<file path="src/rtl/t01_vga_pkg.sv">
// Shared VGA colour definitions for the t01 display path.
// Colours are packed {R,G,B}; BLACK is treated as transparent by the compositor.
package t01_vga_pkg;

    typedef logic [2:0] color_t;

    localparam color_t BLACK   = 3'b000;
    localparam color_t RED     = 3'b100;
    localparam color_t GREEN   = 3'b010;
    localparam color_t BLUE    = 3'b001;
    localparam color_t YELLOW  = 3'b110;
    localparam color_t MAGENTA = 3'b101;
    localparam color_t CYAN    = 3'b011;
    localparam color_t WHITE   = 3'b111;

endpackage

</file>
<file path="src/rtl/t01_prio_pick.sv">
// Combinational first-set finder: lowest set bit of vis_i wins.
// idx_o = NUM_LAYERS and any_o = 0 when nothing is visible.
module t01_prio_pick
    import t01_vga_pkg::*;
#(
    parameter int NUM_LAYERS = 4
)(
    input  logic [NUM_LAYERS-1:0]           vis_i,
    output logic [$clog2(NUM_LAYERS+1)-1:0] idx_o,
    output logic                            any_o
);

    localparam int SEL_W = $clog2(NUM_LAYERS+1);

    // Scan from lowest priority upward so the last hit is the highest-priority layer.
    always_comb begin
        idx_o = SEL_W'(NUM_LAYERS);
        any_o = 1'b0;
        for (int k = NUM_LAYERS - 1; k >= 0; k--) begin
            if (vis_i[k]) begin
                idx_o = SEL_W'(k);
                any_o = 1'b1;
            end
        end
    end

endmodule

</file>
<file path="src/rtl/t01_layer_compositor.sv">
// N-layer pixel compositor with a fixed 2-cycle pipeline and per-frame shadowed masks.
// Optional layer blinking is built only when T01_LAYER_BLINK_EN is defined.
module t01_layer_compositor
    import t01_vga_pkg::*;
#(
    parameter int   NUM_LAYERS   = 4,
    parameter int   COLOR_W      = $bits(color_t),
    parameter int   COORD_W      = 10,
    parameter logic SYNC_IDLE    = 1'b1,
    parameter int   BLINK_FRAMES = 30
)(
    input  logic                             clk,
    input  logic                             rst,
    input  logic [NUM_LAYERS*COLOR_W-1:0]    layer_color_i,
    input  logic [NUM_LAYERS-1:0]            layer_en_i,
    input  logic [NUM_LAYERS-1:0]            blink_mask_i,
    input  logic [COLOR_W-1:0]               bg_color_i,
    input  logic [COORD_W-1:0]               x_i,
    input  logic [COORD_W-1:0]               y_i,
    input  logic                             hsync_i,
    input  logic                             vsync_i,
    output logic [COLOR_W-1:0]               color_o,
    output logic                             hsync_o,
    output logic                             vsync_o,
    output logic [COORD_W-1:0]               x_o,
    output logic [COORD_W-1:0]               y_o,
    output logic [$clog2(NUM_LAYERS+1)-1:0]  layer_sel_o,
    output logic                             blink_phase_o
);

    localparam int SEL_W = $clog2(NUM_LAYERS+1);

    if (NUM_LAYERS < 2 || NUM_LAYERS > 8) begin : g_bad_layers
        $error("t01_layer_compositor: NUM_LAYERS must be 2..8");
    end
    if (BLINK_FRAMES < 1) begin : g_bad_blink
        $error("t01_layer_compositor: BLINK_FRAMES must be >= 1");
    end

    logic                          vsync_prev_q, vsync_prev_d;
    logic                          frame_start;
    logic [NUM_LAYERS-1:0]         en_shadow_q, en_shadow_d;
    logic [NUM_LAYERS-1:0]         hide;

    logic [NUM_LAYERS*COLOR_W-1:0] col_s1_q, col_s1_d;
    logic [COLOR_W-1:0]            bg_s1_q, bg_s1_d;
    logic [COORD_W-1:0]            x_s1_q, x_s1_d, y_s1_q, y_s1_d;
    logic                          hs_s1_q, hs_s1_d, vs_s1_q, vs_s1_d;
    logic [NUM_LAYERS-1:0]         vis_s1_q, vis_s1_d;

    logic [COLOR_W-1:0]            color_q, color_d;
    logic [SEL_W-1:0]              sel_q, sel_d;
    logic [COORD_W-1:0]            x_q, x_d, y_q, y_d;
    logic                          hs_q, hs_d, vs_q, vs_d;

    logic [SEL_W-1:0]              pick_idx;
    logic                          pick_any;

    assign frame_start = (vsync_i != SYNC_IDLE) && (vsync_prev_q == SYNC_IDLE);

    always_comb begin
        vsync_prev_d = vsync_i;
        en_shadow_d  = frame_start ? layer_en_i : en_shadow_q;
    end

`ifdef T01_LAYER_BLINK_EN
    localparam int CNT_W = $clog2(BLINK_FRAMES + 1);

    logic [NUM_LAYERS-1:0] blink_shadow_q, blink_shadow_d;
    logic [CNT_W-1:0]      frame_cnt_q, frame_cnt_d;
    logic                  blink_phase_q, blink_phase_d;

    always_comb begin
        blink_shadow_d = blink_shadow_q;
        frame_cnt_d    = frame_cnt_q;
        blink_phase_d  = blink_phase_q;
        if (frame_start) begin
            blink_shadow_d = blink_mask_i;
            if (frame_cnt_q == CNT_W'(BLINK_FRAMES - 1)) begin
                frame_cnt_d   = '0;
                blink_phase_d = ~blink_phase_q;
            end else begin
                frame_cnt_d = frame_cnt_q + CNT_W'(1);
            end
        end
    end

    always_ff @(posedge clk or posedge rst) begin
        if (rst) begin
            blink_shadow_q <= '0;
            frame_cnt_q    <= '0;
            blink_phase_q  <= 1'b0;
        end else begin
            blink_shadow_q <= blink_shadow_d;
            frame_cnt_q    <= frame_cnt_d;
            blink_phase_q  <= blink_phase_d;
        end
    end

    assign hide          = blink_shadow_q & {NUM_LAYERS{blink_phase_q}};
    assign blink_phase_o = blink_phase_q;
`else
    logic unused_blink_mask;

    assign unused_blink_mask = ^blink_mask_i;
    assign hide              = '0;
    assign blink_phase_o     = 1'b0;
`endif

    // S1 uses the shadows as they stand this cycle; a frame_start cycle still sees the old ones.
    always_comb begin
        col_s1_d = layer_color_i;
        bg_s1_d  = bg_color_i;
        x_s1_d   = x_i;
        y_s1_d   = y_i;
        hs_s1_d  = hsync_i;
        vs_s1_d  = vsync_i;
        for (int k = 0; k < NUM_LAYERS; k++) begin
            vis_s1_d[k] = en_shadow_q[k] & (|layer_color_i[k*COLOR_W +: COLOR_W]) & ~hide[k];
        end
    end

    t01_prio_pick #(
        .NUM_LAYERS (NUM_LAYERS)
    ) u_prio_pick (
        .vis_i (vis_s1_q),
        .idx_o (pick_idx),
        .any_o (pick_any)
    );

    always_comb begin
        color_d = bg_s1_q;
        for (int k = 0; k < NUM_LAYERS; k++) begin
            if (pick_any && pick_idx == SEL_W'(k)) begin
                color_d = col_s1_q[k*COLOR_W +: COLOR_W];
            end
        end
        sel_d = pick_idx;
        x_d   = x_s1_q;
        y_d   = y_s1_q;
        hs_d  = hs_s1_q;
        vs_d  = vs_s1_q;
    end

    always_ff @(posedge clk or posedge rst) begin
        if (rst) begin
            vsync_prev_q <= SYNC_IDLE;
            en_shadow_q  <= '1;
            col_s1_q     <= '0;
            bg_s1_q      <= '0;
            x_s1_q       <= '0;
            y_s1_q       <= '0;
            hs_s1_q      <= SYNC_IDLE;
            vs_s1_q      <= SYNC_IDLE;
            vis_s1_q     <= '0;
            color_q      <= '0;
            sel_q        <= SEL_W'(NUM_LAYERS);
            x_q          <= '0;
            y_q          <= '0;
            hs_q         <= SYNC_IDLE;
            vs_q         <= SYNC_IDLE;
        end else begin
            vsync_prev_q <= vsync_prev_d;
            en_shadow_q  <= en_shadow_d;
            col_s1_q     <= col_s1_d;
            bg_s1_q      <= bg_s1_d;
            x_s1_q       <= x_s1_d;
            y_s1_q       <= y_s1_d;
            hs_s1_q      <= hs_s1_d;
            vs_s1_q      <= vs_s1_d;
            vis_s1_q     <= vis_s1_d;
            color_q      <= color_d;
            sel_q        <= sel_d;
            x_q          <= x_d;
            y_q          <= y_d;
            hs_q         <= hs_d;
            vs_q         <= vs_d;
        end
    end

    assign color_o     = color_q;
    assign layer_sel_o = sel_q;
    assign x_o         = x_q;
    assign y_o         = y_q;
    assign hsync_o     = hs_q;
    assign vsync_o     = vs_q;

endmodule

</file>
<file path="config.mk">
export PLATFORM = sky130hd
export DESIGN_NAME = t01_layer_compositor
export DESIGN_NICKNAME = d
export VERILOG_FILES = /design/src/rtl/t01_vga_pkg.sv /design/src/rtl/t01_prio_pick.sv /design/src/rtl/t01_layer_compositor.sv
export SDC_FILE = /design/constraint.sdc
export NUM_CORES = 1
export LEC_CHECK = 0
export ABC_AREA = 1
export CAP_MARGIN = 10
export CORE_AREA = 2 2 89 91
export DETAILED_ROUTE_END_ITERATION = 12
export DIE_AREA = 0 0 91 93
export PLACE_DENSITY_LB_ADDON = 0.3
export SLEW_MARGIN = 20
export SYNTH_ARGS = -nofsm -noshare
export SYNTH_HDL_FRONTEND = slang
export SYNTH_HIERARCHICAL = 1
export SYNTH_SLANG_ARGS = --single-unit
export TNS_END_PERCENT = 5
</file>
<file path="constraint.sdc">
create_clock -name clk -period 3.2 [get_ports clk]
set_input_delay 0.64 -clock clk [delete_from_list [all_inputs] [get_ports clk]]
set_output_delay 0.64 -clock clk [all_outputs]
set_load 0.005 [all_outputs]
</file>
-- Word level (Yosys, flattened, before mapping)
Cells that the tools add are included.
- output and inout bits: 29
- input port bits: 47
- register bits after elaboration: 73
- word-level logic and storage cells: 44
- equality and inequality tests: 3
- multiplexer cells: 12
- reductions and logical operators: 10
- bitwise logic cells: 5
- operators with widths (kind ; count):
    $mux 3 ; 8
    $reduce_or 3->1 ; 4
    $eq 3x2->1 const B ; 2
    $logic_and 1x1->1 ; 5
    $and 1x1->1 ; 4
    $mux 1 ; 4
    $eq 3x1->1 const B ; 1
    $logic_not 3->1 ; 1
    $not 1->1 ; 1

-- Depth between registers and ports, before layout
- depth in word-level cells: 10
- gate-level depth with buffers: 11
- gate-level depth less buffers: 11

-- By module
Netlist, hierarchy kept.
- by module, submodules not included (module ; times used ; area an instance (um2) ; sequential area each (um2) ; cells each):
    t01_layer_compositor ; 1 ; 2174.6 ; 1838.0 ; 135
    t01_prio_pick ; 1 ; 41.3 ; 0.0 ; 9

-- Worst setup path after synthesis
Ideal clock, no wire load.
- path type: register to register
- start point: reg vis_s1_q[0]
- end point: reg color_q[0], in the netlist color_o[0]
- setup time: 0.116 ns
- buffers on the path: 0
- required time: 3.084 ns
- clock period less this slack: 1.512 ns
- path slack: 1.688 ns
- arrival time: 1.396 ns
- cell stages (with the launch flop): 9
- cells stage by stage: dfrtp_1 > nor3_1 > nor2_2 > nand2_1 > nand2_1 > nand3_1 > nand2_1 > nand2_1 > nand2_1
- longest elaborated chain between the ends: 7
- elaborated cells between the ends (all ways): 14
- those cells by class: eq/ne: 3; mux: 6; reduce/logical: 5
- RTL lines (element ; line ; text):
    from (decl) ; t01_layer_compositor.sv:49 ; logic [NUM_LAYERS-1:0] vis_s1_q, vis_s1_d;
    from (signal assigned) ; t01_layer_compositor.sv:171 ; vis_s1_q <= vis_s1_d;
    $mux 3 * ; t01_prio_pick.sv:20 ; if (vis_i[k]) begin
    net pick_idx[1] ; t01_layer_compositor.sv:56 ; logic [SEL_W-1:0] pick_idx;
    $logic_not 3->1 ; t01_layer_compositor.sv:134 ; if (pick_any && pick_idx == SEL_W'(k)) begin
    $logic_and 1x1->1 ; t01_layer_compositor.sv:134 ;
    $mux 3 (3 in series) ; t01_layer_compositor.sv:134 ;
    $mux 3 * ; t01_layer_compositor.sv:134 ;
    net color_d[0] ; t01_layer_compositor.sv:51 ; logic [COLOR_W-1:0] color_q, color_d;
    to (signal assigned) ; t01_layer_compositor.sv:172 ; color_q <= color_d;
    to (decl) ; t01_layer_compositor.sv:51 ;
Mark *: on every way through the listed nets, which the timed path passes. The rest lies on a longest branch.
A chain may end at the register's enable or synchronous reset.

-- Final worst setup path
- start point: reg hs_q, in the netlist hsync_o
- end point: out hsync_o
- RTL lines (element ; line ; text):
    from (decl) ; t01_layer_compositor.sv:54 ; logic hs_q, hs_d, vs_q, vs_d;
    from (signal assigned) ; t01_layer_compositor.sv:176 ; hs_q <= hs_d;
    to (decl) ; t01_layer_compositor.sv:23 ; output logic hsync_o,
No word-level cell between the ends.

==> metrics.csv <==
metric,value,unit
outcome,finished clean,
peakVddDrop,209,uV
fin_tns_setup,0,ns
h-tree-depth,3,
critPathKind,reg2out,
clockPowerShare,0.381,
final_layout_size_suffix_gt1_frac,0.178,
synth_top_cell_by_area,dfrtp_1,
synth_area_per_cell,15.4,sq um
hpwl,2.56,mm
grt_pass1_wl,6.19,mm
routedWlPerCell,10.7,um
clock_tree.buffer_depth,2,
drtPass1Iterations,2,
initial_core_util,0.294,
timing.hold.ws,0.347,ns
worstPathRequired,2.56,ns
crit_buf_inv,1,
min_path_type,reg2reg,
max_stage_delay,0.52,ns
hold_viol_final,0,
ys_seq_area_frac,0.829,
cp-start-kind,register,
p_leak,1.46,nW
grt-ovfl-total,0,
rr_startpoint,vis_s1_q[0]$_DFF_PP0_,
dieArea,8460,sq um
cts-root-buf,clkbuf_8,
power,0.00211,W
core,7530,sq um
cts_tree,yes,
fin_skew,0.00783,ns
worst_pin_slew,0.807,ns
numCtsBuffers,9,
r2r_slack,1.49,ns
finalCriticalPeriod,1.98,ns
synth_cell_type_count,18,
holdPathStages,0,
post_drt_via_cell_ratio,3.80,
slew-limit-headroom,0.458,
swShare,0.220,
internal_power,0.00164,W
setup_viol,0,
p_comb_frac,0.131,
ys_top_cells_by_count,"dfrtp_1 (64), nand2_1 (23), inv_1 (12), nand3_1 (11), dfstp_2 (9)",
ys.flop_type,dfrtp_1,
routabilityCongestion,0.800,
fin_cells,332,
dp_cells,316,
stdcell_area,3290,sq um
netlist.area_leader.share,0.723,
die_w,91,um
grt.total_usage,0.0994,
async_reset_ff_frac,1.00,
synthesis.nets,191,
port-buffer-count,70,
fin_crit_sh,0.619,
ctsResizeCount,0,
synthCells,144,
worstReg2RegEnd,color_o[0]$_DFF_PP0_,
cp-end-kind,primary output,
p_sw,0.000463,W
hold_buffers,0,
critPathLaunch,hsync_o$_DFF_PP1_,
clk_latency,0.33,ns
yosysMostFrequentCell,dfrtp_1,
vias,1260,
rows,32,
cp.depth,1,
crit_chain,clkdlybuf4s50_1,
dpl_cell_area,3060,sq um
slowest_stage,dfstp_2,
crit_arrival,1.34,ns
grt_pass1_vias,1373,
drt_wl_total,3.55,mm
pin_count,76,
area_growth,48.3,%
min_to,x_o[7]$_DFF_PP0_,
grt_max_degree,46,
min-delay-start,x_d[7]$_DFF_PP0_,
nets,272,
power_density,641,nW/um^2
antenna_cells,0,
synth_area_leaders,"dfrtp_1 (72%), dfstp_2 (11%), nand2_1 (3.9%)",
ff2ff_path_depth,8,
drc,0,
rsz0062_at_grt,no,
antenna_found_initial,0,
drv_cap,0,
synth_edf_count,0,
ys_seq_elements,73,
die_h,93,um
cp_max_fo,1,
cts_setup_buffers,0,
fmax,0.505,GHz
cts_sinks,73,
drt_iter0_markers,40,
cts.clk_slew.worst_paths,0.08,ns
crit_family,flip-flops,
maxSlewViolCount,0,
ys_warn_count,6,
ant_nets,0,
seq_power_share,0.488,
synth_area,2220,sq um
## how the worst max path moves through the flow
stage                                      end  slack [ns]
global route                           vsync_o        1.17
global placement    en_shadow_q[3]$_DFFE_PP1P_        1.41
finish                                 hsync_o        1.22
CTS                                    vsync_o        1.19
floorplan                 bg_s1_q[0]$_DFF_PP0_        0.72
detailed placement  en_shadow_q[1]$_DFFE_PP1P_        1.40
## layout make-up
| class | count | area (sq um) |
|---|---|---|
| Timing Repair Buffer | 71 | 721 |
| Tap cell | 102 | 128 |
| Clock buffer | 12 | 155 |
| Inverter | 15 | 56.3 |
| Multi-Input combinational cell | 55 | 314 |
| Fill cell | 724 | 4240 |
| Sequential cell | 73 | 1840 |
| Clock inverter | 4 | 75.1 |
## worst register-to-register path: stages, from the launching register on
cell and delay, ns:
dfrtp_1 0.39, nor3_1 0.68, nor2_2 0.11, nand2_1 0.14
nand2_1 0.06, nand3_1 0.07, nand2_1 0.06, nand2_1 0.06
nand2_1 0.04
## routing by layer
metal / part of all wire / vias up / global-route usage
met5: 0 / - / 0
met4: 0.033 / 0 / 0.0758
met3: 0.091 / 10 / 0.0451
met2: 0.50 / 43 / 0.153
met1: 0.37 / 601 / 0.107
li1: - / 606 / -
## sequential cells by signal, indices dropped and copies added (netlist names), 4 cells and up
name / count
col_s1_q: 12
x_d: 10
x_o: 10
y_d: 10
y_o: 10
en_shadow_q: 4
vis_s1_q: 4
## cells by family (layout without fill, tap and decap cells)
kind of cell,after synthesis,count (layout),share of synthesized area
AND/OR/NAND/NOR,45,45,0.102
other,1,1,0.00169
AO/OA/AOI/OAI,5,5,0.0181
multiplexers,4,4,0.0203
flip-flops,73,73,0.829
buffers and inverters,16,102,0.0288
## stage by stage
step                      setup slack (ns)  utilization
after floorplan                      0.722            -
after global placement                1.41        0.406
after detailed placement              1.40        0.406
after CTS                             1.19        0.437
after global routing                  1.17        0.437
final                                 1.22        0.437
## cell usage in the layout, fill, tap and decap left out
master,netlist,final
clkbuf_1,0,1
buf_12,0,1
mux2_2,4,4
clkbuf_8,0,11
conb_1,1,1
clkinvlp_4,0,2
nand2_1,23,23
a21oi_1,1,1
inv_1,12,11
o31a_1,4,4
bufinv_16,0,2
nor2_4,1,1
clkdlybuf4s50_1,0,70
nor2_8,1,1
inv_2,3,4
nor2_2,3,3
dfstp_2,9,9
nor3_1,1,1
nor2_1,1,1
nand3_1,11,11
nand2_2,3,3
dfrtp_1,64,64
or2_0,1,1
## power by group through the flow
stage,Sequential (W),Combinational (W),Clock [W]
after floorplan,0.00105,0.000123,0
after global placement,0.00105,0.000280,0
after detailed placement,0.00105,0.000284,0
after CTS,0.00103,0.000285,0.000835
after global routing,0.00104,0.000313,0.000877
final,0.00103,0.000277,0.000802
(Power assumes the default switching activity.)
